`src/rtl/pipe_slice_pkg.sv`:
```
// pipe_slice_pkg: shared state encoding and sizing for the pipeline slice
package pipe_slice_pkg;

    localparam int PS_OCC_W = 2;

    typedef enum logic [1:0] {
        PS_EMPTY = 2'b00,
        PS_BUSY  = 2'b01,
        PS_FULL  = 2'b10
    } pipe_slice_state_t;

    function automatic logic [PS_OCC_W-1:0] ps_occ(input pipe_slice_state_t s);
        return (s == PS_FULL) ? PS_OCC_W'(2) : (s == PS_BUSY) ? PS_OCC_W'(1) : PS_OCC_W'(0);
    endfunction

endpackage

```
`src/rtl/pipe_slice_if.sv`:
```
// pipe_slice_if: valid/ready handshake bundle between two adjacent pipeline stages
interface pipe_slice_if #(
    parameter int WIDTH = 32
);
    import pipe_slice_pkg::*;

    logic                flush;
    logic                in_valid;
    logic [WIDTH-1:0]    in_data;
    logic                in_ready;
    logic                out_valid;
    logic [WIDTH-1:0]    out_data;
    logic                out_ready;
    logic [PS_OCC_W-1:0] occupancy;

    modport master (
        output flush, in_valid, in_data, out_ready,
        input  in_ready, out_valid, out_data, occupancy
    );

    modport slave (
        input  flush, in_valid, in_data, out_ready,
        output in_ready, out_valid, out_data, occupancy
    );

endinterface

```
`src/rtl/pipe_slice_dreg.sv`:
```
// pipe_dreg: payload register with sync reset, clear-to-RESET_VAL and load enable
module pipe_dreg #(
    parameter int               WIDTH     = 32,
    parameter logic [WIDTH-1:0] RESET_VAL = {WIDTH{1'b0}}
) (
    input  logic             clk,
    input  logic             rst,
    input  logic             clr,
    input  logic             en,
    input  logic [WIDTH-1:0] d,
    output logic [WIDTH-1:0] q
);

    // reset and clear both return the payload to its idle value; otherwise load on enable
    always_ff @(posedge clk) begin
        if (rst || clr) q <= RESET_VAL;
        else if (en) q <= d;
    end

endmodule

```
`src/rtl/pipe_slice.sv`:
```
// pipe_slice: valid/ready pipeline stage register with flush; skid buffer built when PIPE_SLICE_SKID_EN is defined
module pipe_slice
    import pipe_slice_pkg::*;
#(
    parameter int               WIDTH     = 32,
    parameter logic [WIDTH-1:0] RESET_VAL = {WIDTH{1'b0}}
) (
    input  logic         clk,
    input  logic         rst,
    pipe_slice_if.slave  bus
);

    pipe_slice_state_t state, state_n;
    logic              main_en;
    logic              in_fire;
    logic [WIDTH-1:0]  main_d;

    assign in_fire       = bus.in_valid && bus.in_ready;
    assign bus.out_valid = state != PS_EMPTY;

`ifdef PIPE_SLICE_SKID_EN
    logic             skid_en;
    logic             load_skid;
    logic             in_ready_q;
    logic [WIDTH-1:0] skid_q;

    // ready comes straight from a flop so a downstream stall never chains combinationally upstream
    assign bus.in_ready  = in_ready_q;
    assign bus.occupancy = ps_occ(state);
    assign main_d        = load_skid ? skid_q : bus.in_data;

    pipe_dreg #(.WIDTH(WIDTH), .RESET_VAL(RESET_VAL)) u_skid (
        .clk (clk),
        .rst (rst),
        .clr (bus.flush),
        .en  (skid_en),
        .d   (bus.in_data),
        .q   (skid_q)
    );
`else
    assign bus.in_ready  = !bus.out_valid || bus.out_ready;
    assign bus.occupancy = {1'b0, state == PS_BUSY};
    assign main_d        = bus.in_data;
`endif

    pipe_dreg #(.WIDTH(WIDTH), .RESET_VAL(RESET_VAL)) u_main (
        .clk (clk),
        .rst (rst),
        .clr (bus.flush),
        .en  (main_en),
        .d   (main_d),
        .q   (bus.out_data)
    );

    // next state and register load strobes from the handshake; main always holds the oldest entry
    always_comb begin
        state_n = state;
        main_en = 1'b0;
`ifdef PIPE_SLICE_SKID_EN
        skid_en   = 1'b0;
        load_skid = 1'b0;
`endif
        case (state)
            PS_EMPTY: begin
                if (in_fire) begin
                    state_n = PS_BUSY;
                    main_en = 1'b1;
                end
            end
            PS_BUSY: begin
                if (in_fire && bus.out_ready) main_en = 1'b1;
`ifdef PIPE_SLICE_SKID_EN
                else if (in_fire) begin
                    state_n = PS_FULL;
                    skid_en = 1'b1;
                end
`endif
                else if (bus.out_ready) state_n = PS_EMPTY;
            end
`ifdef PIPE_SLICE_SKID_EN
            PS_FULL: begin
                if (bus.out_ready) begin
                    state_n   = PS_BUSY;
                    main_en   = 1'b1;
                    load_skid = 1'b1;
                end
            end
`endif
            default: state_n = PS_EMPTY;
        endcase
    end

    // state register; reset and flush both squash every held entry
    always_ff @(posedge clk) begin
        state <= (rst || bus.flush) ? PS_EMPTY : state_n;
`ifdef PIPE_SLICE_SKID_EN
        in_ready_q <= rst || bus.flush || state_n != PS_FULL;
`endif
    end

endmodule
```
`src/flat_wrapper.sv`:
```
// flat-port wrapper written by rule: the top's interface ports become plain ports
module pipe_slice_flat import pipe_slice_pkg::*;
#(
    parameter int               WIDTH     = 32,
    parameter logic [WIDTH-1:0] RESET_VAL = {WIDTH{1'b0}}
)
  (clk, rst, bus_flush, bus_in_valid, bus_in_data, bus_out_ready, bus_in_ready, bus_out_valid, bus_out_data, bus_occupancy);
  pipe_slice_if #(.WIDTH(WIDTH)) bus_i ();
  input  logic clk;
  input  logic rst;
  input wire logic [$bits(bus_i.flush)-1:0] bus_flush;
  input wire logic [$bits(bus_i.in_valid)-1:0] bus_in_valid;
  input wire logic [$bits(bus_i.in_data)-1:0] bus_in_data;
  input wire logic [$bits(bus_i.out_ready)-1:0] bus_out_ready;
  output wire logic [$bits(bus_i.in_ready)-1:0] bus_in_ready;
  output wire logic [$bits(bus_i.out_valid)-1:0] bus_out_valid;
  output wire logic [$bits(bus_i.out_data)-1:0] bus_out_data;
  output wire logic [$bits(bus_i.occupancy)-1:0] bus_occupancy;
  assign bus_i.flush = bus_flush;
  assign bus_i.in_valid = bus_in_valid;
  assign bus_i.in_data = bus_in_data;
  assign bus_i.out_ready = bus_out_ready;
  assign bus_in_ready = bus_i.in_ready;
  assign bus_out_valid = bus_i.out_valid;
  assign bus_out_data = bus_i.out_data;
  assign bus_occupancy = bus_i.occupancy;
  pipe_slice #(.WIDTH(WIDTH), .RESET_VAL(RESET_VAL)) u_core (.clk(clk), .rst(rst), .bus(bus_i));
endmodule
```
`config.mk`:
```
export PLATFORM = sky130hd
export DESIGN_NAME = pipe_slice_flat
export DESIGN_NICKNAME = d
export VERILOG_FILES = /design/src/rtl/pipe_slice_pkg.sv /design/src/rtl/pipe_slice_if.sv /design/src/rtl/pipe_slice_dreg.sv /design/src/rtl/pipe_slice.sv /design/src/flat_wrapper.sv
export SDC_FILE = /design/constraint.sdc
export NUM_CORES = 1
export LEC_CHECK = 0
export ABC_AREA = 1
export ABC_CLOCK_PERIOD_IN_PS = 2900
export BUFFER_PORTS_ARGS = -buffer_cell sky130_fd_sc_hd__buf_2
export CORE_MARGIN = 4
export CORE_UTILIZATION = 49
export DETAILED_ROUTE_END_ITERATION = 7
export PLACE_DENSITY = 0.84
export SLEW_MARGIN = 0
export SYNTH_ARGS = -nofsm -noshare
export SYNTH_HDL_FRONTEND = slang
export SYNTH_SLANG_ARGS = --single-unit
```
`constraint.sdc`:
```
create_clock -name clk -period 2.9 [get_ports clk]
set_input_delay 0.29 -clock clk [delete_from_list [all_inputs] [get_ports clk]]
set_output_delay 0.29 -clock clk [all_outputs]
set_load 0.1 [all_outputs]
```
==> metrics.cfg, run 1 <==
[clocking]
clock_sinks=33
cts_buffers=5
cts_repair_resize_count=0
cts-root-buf=clkbuf_4
clkLatencyLatePin_ns=0.32
clockBufferDepth=2
ctsHoldBuffers=0
cts_tree=done
postCtsSetupBuffers=0
htreeDepth=2
clk_pin_slew_ns=0.09

[global_route]
grt_max_degree=65
antenna_found_initial=0
grt_pass1_wl_mm=5.49
grt_overflow_total=0
grt_use_total_pct=16.8
grt_pass1_vias=1238

[power_and_ir_drop]
power.switching_mw=0.387
swShare_pct=36.2
p_leak_nw=1.08
power_frac_clock_pct=26.7
p_per_area_nw_per_um2=554
pwr-share-seq_pct=45.3
peakVddDrop_mv=0.339
combPwrFrac_pct=28.0
p_int_mw=0.680

[timing]
fin_crit_sh_pct=49.5
fin_tns_setup_ns=0
rsz0062_at_grt=no
holdWs_ns=0.152
setup_viol=0
drv_slew=0
skew_ns=0.00705
max_freq_mhz=697
worstMarginPinSlew_ns=0.646
hold_violations=0
max-slew-margin-rel_pct=56.9
fin_crit_ns=1.44

[yosys]
ys_top_cells_by_count=33 x a21oi_1, 33 x dfxtp_1, 33 x nand2_1
synthTopCellsByArea=dfxtp_1 42%, a21oi_1 11%, nand2_1 7.9%
syn_area_um2=1560
synth_edf_count=0
syn_inst=218
synth-seq-cells=33
syn_nets=255
synth_top_area_share_pct=42.4
avgSynthCellArea_um2=7.15
ys.flop_type=dfxtp_1
ys.warnings.count=0
ys_async_sr_fraction_pct=0
yosysUniqueCellTypes=14
synth_top_area_cell=dfxtp_1
ys_seq_area_share_pct=42.4

[die]
dieArea_um2=4150
rows=20
dieWidth_um=64.4
core_um2=3050
io_pins=73
die_height_um=64.4
initial_utilization_pct=51.1

[flow_run]
max_cap_violations=0

[layout]
num_antenna_cells=0
seqCellArea_um2=661
fill_cells=325
multi_input_area_um2=637
layout-drive-gt1-share_pct=33.8
fin_nets=317
syn_to_final_growth_pct=23.4

[worst_setup_path]
reg2reg_depth=5
cp-startpoint=u_core.state[0]$_SDFFE_PP0P_
worstPathMaxFanout=4
cp-end-kind=output pin
cp-start-kind=flip-flop
criticalPathCategory=flip-flop to output pin
r2r-start=u_core.state[0]$_SDFFE_PP0P_
arrival_ns=1.15
worst-r2r-setup-slack_ns=1.56
worstPathRequired_ns=2.61
r2r_end=u_core.u_main.q[5]$_SDFFE_PP0P_

[run_status]
status=finished clean

[route]
drt_pass1_iterations=4
routed_via_density=4.56
totalWireLength_mm=3.26
drc=0
num_vias=1481
drtIter0Drc=96
drt-wirelength-per-cell_um=10.0
ant_nets=0

[min_path]
hp-class=input port to flip-flop
holdPathEnd=u_core.state[0]$_SDFFE_PP0P_
hold_depth=2
timing.hold.worst.start=rst

[placement]
hpwlAfterDp_mm=2.29
port_buffers=71
gp_congestion=0.695

[worst max-delay path, cell delays in order (launching register included)]
cell	delay (ns)
dfxtp_1	0.34
nand2_2	0.07
buf_2	0.42
[how the worst max path moves through the flow]
stage	slack [ns]	endpoint
2_1_floorplan	1.07	u_core.u_main.q[10]$_SDFFE_PP0P_
3_3_place_gp	1.34	u_core.u_main.q[26]$_SDFFE_PP0P_
3_5_place_dp	1.32	u_core.u_main.q[5]$_SDFFE_PP0P_
4_1_cts	1.44	bus_in_ready
5_1_grt	1.39	bus_in_ready
6_report	1.46	bus_in_ready
[sequential cells by signal (all words and copies together), names as in the netlist]
| name | cells |
|---|---|
| u_core.u_main.q | 32 |
| u_core.state | 1 |
[per-layer routing]
layer	global-route usage, %	routed length [um]
met5	0	0
met4	5.54	27
met3	6.85	226
met2	25.8	1600
met1	21.2	1400
[stage by stage]
step                setup slack [ns]  std cells  utilization [%]  area [um2]  power, mW
floorplan                       1.07        218                -        1560      0.746
global placement                1.34        317             60.7        1850      0.791
detailed placement              1.32        317             60.7        1850      0.794
CTS                             1.44        325             63.0        1920       1.08
global route                    1.39        325             63.0        1920       1.13
finish                          1.46        325             63.0        1920       1.07
[cells by family after synthesis]
group                  after synthesis  share of synthesized area (%)
AOI/OAI and AO/OA                   33                           10.6
buffers and inverters               52                           16.9
DFF                                 33                           42.4
other                                1                          0.241
and+or+nand+nor                     99                           29.9
[power groups by stage]
stage	logic, mW	registers [mW]	clock network [mW]
floorplan	0.106	0.640	0
global placement	0.297	0.494	0
detailed placement	0.300	0.494	0
CTS	0.300	0.484	0.293
global route	0.320	0.487	0.321
finish	0.299	0.484	0.285
[layout by cell type (no fill, tap or decap), types with 2 or more instances in the layout]
cell type	instances
nand2_1	32
clkbuf_4	5
clkbuf_8	2
buf_4	3
dfxtp_1	33
nor2_1	32
nand3_2	10
inv_1	32
buf_2	71
a21oi_1	33
nand3_1	22
[layout make-up]
class,count,area share [%]
flip-flops and latches,33,34.3
inverters,33,6.44
multi-input cells,133,33.1
well taps,44,2.86
clock inverters,1,0.260
clock buffers,7,3.38
repair buffers,74,19.6
No activity file was read; power rests on OpenSTA's default activity.
==> run 2: changes to the inputs <==
--- a/config.mk
+++ b/config.mk
@@ -6,12 +6,12 @@
 export NUM_CORES = 1
 export LEC_CHECK = 0
 export ABC_AREA = 1
-export ABC_CLOCK_PERIOD_IN_PS = 2900
+export ABC_CLOCK_PERIOD_IN_PS = 1400
 export BUFFER_PORTS_ARGS = -buffer_cell sky130_fd_sc_hd__buf_2
 export CORE_MARGIN = 4
-export CORE_UTILIZATION = 49
+export CORE_UTILIZATION = 46
 export DETAILED_ROUTE_END_ITERATION = 7
-export PLACE_DENSITY = 0.84
+export PLACE_DENSITY = 0.79
 export SLEW_MARGIN = 0
 export SYNTH_ARGS = -nofsm -noshare
 export SYNTH_HDL_FRONTEND = slang
==> constraint.sdc (replaced) <==
create_clock -name clk -period 1.4 [get_ports clk]
set_input_delay 0.14 -clock clk [delete_from_list [all_inputs] [get_ports clk]]
set_output_delay 0.14 -clock clk [all_outputs]
set_load 0.1 [all_outputs]
==> run 2 against run 1 <==
  * Clock-buffer cell count unchanged
  * Critical endpoint unchanged
  * Sequential cell count unchanged
  * Final cell count increased by 0.92%
  * Via count increased by 1.2%
  * Die area increased by 5.7%
  * Worst setup slack got worse by 1.4 ns
  * Critical path depth increased by 1
==> metrics.cfg, run 2 (synthesized netlist as in run 1, its figures left out) <==
[run_status]
status=finished clean

[power_and_ir_drop]
peakVddDrop_mv=0.603
power_mw=2.18
p_leak_nw=1.14
p_per_area_nw_per_um2=1070

[layout]
fin_nets=321
final_cell_mix=70 x buf_2, 33 x a21oi_1
top_register=u_core.u_main.q
syn_to_final_growth_pct=30.3
reg_top3=u_core.u_main.q: 32 flops, u_core.state: 1 flops
layout-drive-gt1-share_pct=33.8
multi_input_area_um2=637
num_antenna_cells=0
layout_commonest_cell=buf_2
largest_register_ffs=32
fill_cells=321
stdcell_count=328
seqCellArea_um2=664

[die]
initial_utilization_pct=49.4
die_height_um=66.2
dieArea_um2=4380
io_pins=73
rows=20
dieWidth_um=66.2
core_um2=3150

[clocking]
clockBufferDepth=2
clk_pin_slew_ns=0.09
cts_tree=done
cts-root-buf=clkbuf_4
postCtsSetupBuffers=0
htreeDepth=2
cts_buffers=5
clkLatencyLatePin_ns=0.33
clock_sinks=33
cts_repair_resize_count=0

[global_route]
grt_pass1_wl_mm=5.71
grt_overflow_total=0
grt_max_degree=66
antenna_found_initial=0
grt_use_total_pct=16.7
grt_pass1_vias=1292

[route]
drt-wirelength-per-cell_um=11.0
totalWireLength_mm=3.61
drc=0
drt_pass1_iterations=4
drtIter0Drc=124
routed_via_density=4.57
num_vias=1499
ant_nets=0

[worst_setup_path]
worstPathRequired_ns=1.26
cp-start-kind=flip-flop
cp-end-kind=output pin
criticalPathCategory=flip-flop to output pin
arrival_ns=1.19
worstPathMaxFanout=17

[timing]
fin_crit_ns=1.33
fin_ws_ns=0.0685
fin_tns_setup_ns=0
rsz0062_at_grt=no
skew_ns=0.00296
fin_crit_sh_pct=95.1
hold_violations=0
drv_slew=0
max_freq_mhz=751
setup_viol=0

[min_path]
hp-class=input port to flip-flop

[flow_run]
max_cap_violations=0

[placement]
place_ws_ns=0.336
hpwlAfterDp_mm=2.20
port_buffers=71
gp_congestion=0.692
place_inst=317

-- run 2: layout make-up --
type                    count  area share, %
clock buffers               7           2.71
repair buffers             78           24.4
multi-input cells         133           31.4
inverters                  33           6.10
flip-flops and latches     33           32.7
well taps                  44           2.71
-- run 2: where the power goes --
part | leakage [nW] | switching (mW) | internal, mW
combinational | 0.839 | 0.489 | 0.159
clock | 0.0314 | 0.293 | 0.237
sequential | 0.271 | 0.0206 | 0.979
-- run 2: through the flow --
stage / utilization [%] / hold slack (ns) / cell area (um2)
after detailed placement: 60.2 / 0.329 / 1900
after CTS: 63.6 / 0.104 / 2010
final: 64.4 / 0.110 / 2030
after floorplan: - / 0.207 / 1560
after global routing: 64.4 / 0.107 / 2030
after global placement: 60.2 / 0.331 / 1900
-- run 2: worst max-delay path, stage by stage (launching register included) --
cell and delay [ns]:
dfxtp_4 0.36, nand2_2 0.15, buf_12 0.17, buf_12 0.18
-- run 2: path summary, 6_finish.rpt --
path | start | end | slack, ns | cells after the start
setup / recovery | u_core.state[0]$_SDFFE_PP0P_ | bus_in_ready | 0.07 | 3
hold / removal | bus_in_data[20] | u_core.u_main.q[20]$_SDFFE_PP0P_ | 0.11 | 5
setup reg to reg | u_core.state[0]$_SDFFE_PP0P_ | u_core.state[0]$_SDFFE_PP0P_ | 0.18 | 3
hold reg to reg | u_core.u_main.q[20]$_SDFFE_PP0P_ | u_core.u_main.q[20]$_SDFFE_PP0P_ | 0.48 | 2
-- run 2: what timing repair did --
action | 4_1_cts | 5_1_grt
pin swaps | 0 | 0
endpoints found under the setup margin | 1 | 1
cloned | 1 | 1
endpoints found under the hold margin | 1 | 0
hold buffers | 2 | 0
-- run 2: per-layer routing --
layer,GRT usage [%],vias up,part of all wire [%]
li1,-,803,-
met1,21.0,633,44
met2,26.5,56,45
met3,5.44,7,9.0
met4,6.09,0,1.4
met5,0,-,0
==> run 3: changes to the inputs <==
--- a/config.mk
+++ b/config.mk
@@ -6,12 +6,12 @@
 export NUM_CORES = 1
 export LEC_CHECK = 0
 export ABC_AREA = 1
-export ABC_CLOCK_PERIOD_IN_PS = 1400
+export ABC_CLOCK_PERIOD_IN_PS = 1140
 export BUFFER_PORTS_ARGS = -buffer_cell sky130_fd_sc_hd__buf_2
 export CORE_MARGIN = 4
-export CORE_UTILIZATION = 46
+export CORE_UTILIZATION = 41
 export DETAILED_ROUTE_END_ITERATION = 7
-export PLACE_DENSITY = 0.79
+export PLACE_DENSITY = 0.75
 export SLEW_MARGIN = 0
 export SYNTH_ARGS = -nofsm -noshare
 export SYNTH_HDL_FRONTEND = slang
==> constraint.sdc (replaced) <==
create_clock -name clk -period 1.14 [get_ports clk]
set_input_delay 0.114 -clock clk [delete_from_list [all_inputs] [get_ports clk]]
set_output_delay 0.114 -clock clk [all_outputs]
set_load 0.1 [all_outputs]
==> run 3 against run 2 <==
  * Sequential power up 27%
  * Die area up 11%
  * Final area up 37%
  * Combinational power up 62%
  * Critical path depth unchanged
  * First-iteration DRC count down 23%
  * Register-to-register slack worse by 0.12 ns
  * Worst setup slack worse by 0.040 ns
  * Routed wire length up 25%
  * Via count up 4.7%
  * Global-route usage up 1.4 points
  * Total power up 45%
==> metrics.cfg, run 3 (synthesized netlist as in run 1, its figures left out) <==
[run_status]
status=finished clean

[route]
ant_nets=0
totalWireLength_mm=4.50
drc=0
drt_pass1_iterations=4
num_vias=1570
drt-wirelength-per-cell_um=13.3
routed_via_density=4.64
drtIter0Drc=95

[global_route]
antenna_found_initial=0
grt_overflow_total=0
grt_pass1_vias=1552
grt_use_total_pct=18.1
grt_pass1_wl_mm=6.96
grt_max_degree=34

[placement]
place_inst=323
gp_congestion=0.726
placed_area_um2=2560
port_buffers=71
hpwlAfterDp_mm=2.83
place_ws_ns=0.106

[worst_setup_path]
criticalPathCategory=flip-flop to output pin
worstPathRequired_ns=1.03
cp-start-kind=flip-flop
worstPathMaxFanout=3
cp-end-kind=output pin
arrival_ns=1.00
worst-r2r-setup-slack_ns=0.06

[clocking]
clock_sinks=33
clockBufferDepth=2
htreeDepth=2
clk_pin_slew_ns=0.06
cts-root-buf=clkbuf_8
clkLatencyLatePin_ns=0.28
cts_tree=done
cts_buffers=5

[timing]
drv_slew=0
fin_ws_ns=0.0282
rsz0062_at_grt=yes
setup_viol=0
fin_crit_ns=1.11
max_freq_mhz=899
hold_violations=0
fin_crit_sh_pct=97.5
skew_ns=0.00428

[power_and_ir_drop]
peakVddDrop_mv=1.07
swShare_pct=35.1
power_mw=3.16
p_leak_nw=1.32
power_frac_clock_pct=26.6
power.switching_mw=1.11
pwr-share-seq_pct=40.1
p_int_mw=2.05
combPwrFrac_pct=33.3
p_per_area_nw_per_um2=1140

[die]
initial_utilization_pct=42.6
io_pins=73
dieWidth_um=69.7
rows=22
core_um2=3660
die_height_um=69.7
dieArea_um2=4850

[layout]
syn_to_final_growth_pct=78.0
reg_top3=u_core.u_main.q: 32 flops, u_core.state: 1 flops
top_register=u_core.u_main.q
stdcell_count=338
fin_util_pct=75.8
layout-drive-gt1-share_pct=43.4
final_cell_mix=40 x buf_12, 34 x buf_2, 32 x inv_1, 32 x nand2_1, 32 x nor2_1
largest_register_ffs=32
fin_area_um2=2780
layout_commonest_cell=buf_12
fin_nets=326
num_antenna_cells=0

[min_path]
hp-class=input port to flip-flop

[flow_run]
max_cap_violations=0

==> run 3: changes by cell type in the layout (fill, tap and decap cells not counted), moves of 3 or more <==
cell / change
dfxtp_1: -3
clkbuf_8: +4
clkbuf_4: -5
buf_12: +37
a21oi_2: +23
dfxtp_2: +3
buf_2: -36
a21oi_1: -23
==> run 3: power by group through the flow <==
stage	Clock, mW	Sequential (mW)	Combinational, mW
floorplan	0	1.63	0.302
global placement	0	1.29	0.983
detailed placement	0	1.29	1.00
CTS	0.859	1.27	1.02
global route	0.922	1.27	1.11
finish	0.840	1.27	1.05
==> run 3: path summary, 6_finish.rpt <==
path | from | end | depth (start not counted)
worst max register to register | u_core.state[0]$_SDFFE_PP0P_ | u_core.u_main.q[15]$_SDFFE_PP0P_ | 4
worst min register to register | u_core.u_main.q[19]$_SDFFE_PP0P_ | u_core.u_main.q[19]$_SDFFE_PP0P_ | 2
worst min-delay path | bus_in_data[3] | u_core.u_main.q[3]$_SDFFE_PP0P_ | 5
worst max-delay path | u_core.state[0]$_SDFFE_PP0P_ | bus_in_ready | 3
==> run 3: repair_timing <==
action,in CTS,in global routing
setup endpoints to repair,1,6
gates resized for setup,1,2
gates cloned,1,3
hold buffers,2,0
buffers inserted,3,0
endpoints found under the hold margin,1,0
pin swaps,0,3
==> run 3: layout make-up <==
class	count	area, um2
fill	261	886
inverter	33	124
timing repair buffer	83	1110
sequential	33	668
clock buffer	8	80.1
multi-input combinational	133	733
tap	48	60.1
==> run 3: layer usage <==
| layer | GRT usage [%] | vias up | share of wire, % |
|---|---|---|---|
| li1 | - | 812 | - |
| met1 | 18.5 | 700 | 37 |
| met2 | 32.5 | 48 | 53 |
| met3 | 7.68 | 10 | 6.8 |
| met4 | 6.81 | 0 | 2.5 |
| met5 | 0 | - | 0 |
==> run 3: through the flow <==
step / setup TNS (ns) / hold WS, ns
3_5_place_dp: 0 / 0.303
5_1_grt: -0.00445 / 0.135
4_1_cts: 0 / 0.130
3_3_place_gp: 0 / 0.300
2_1_floorplan: -1.63 / 0.181
6_report: 0 / 0.138
==> run 3: critical path: stages (launching register included) <==
cell,delay (ns)
dfxtp_4,0.35
nand2_4,0.09
buf_12,0.11
buf_12,0.16
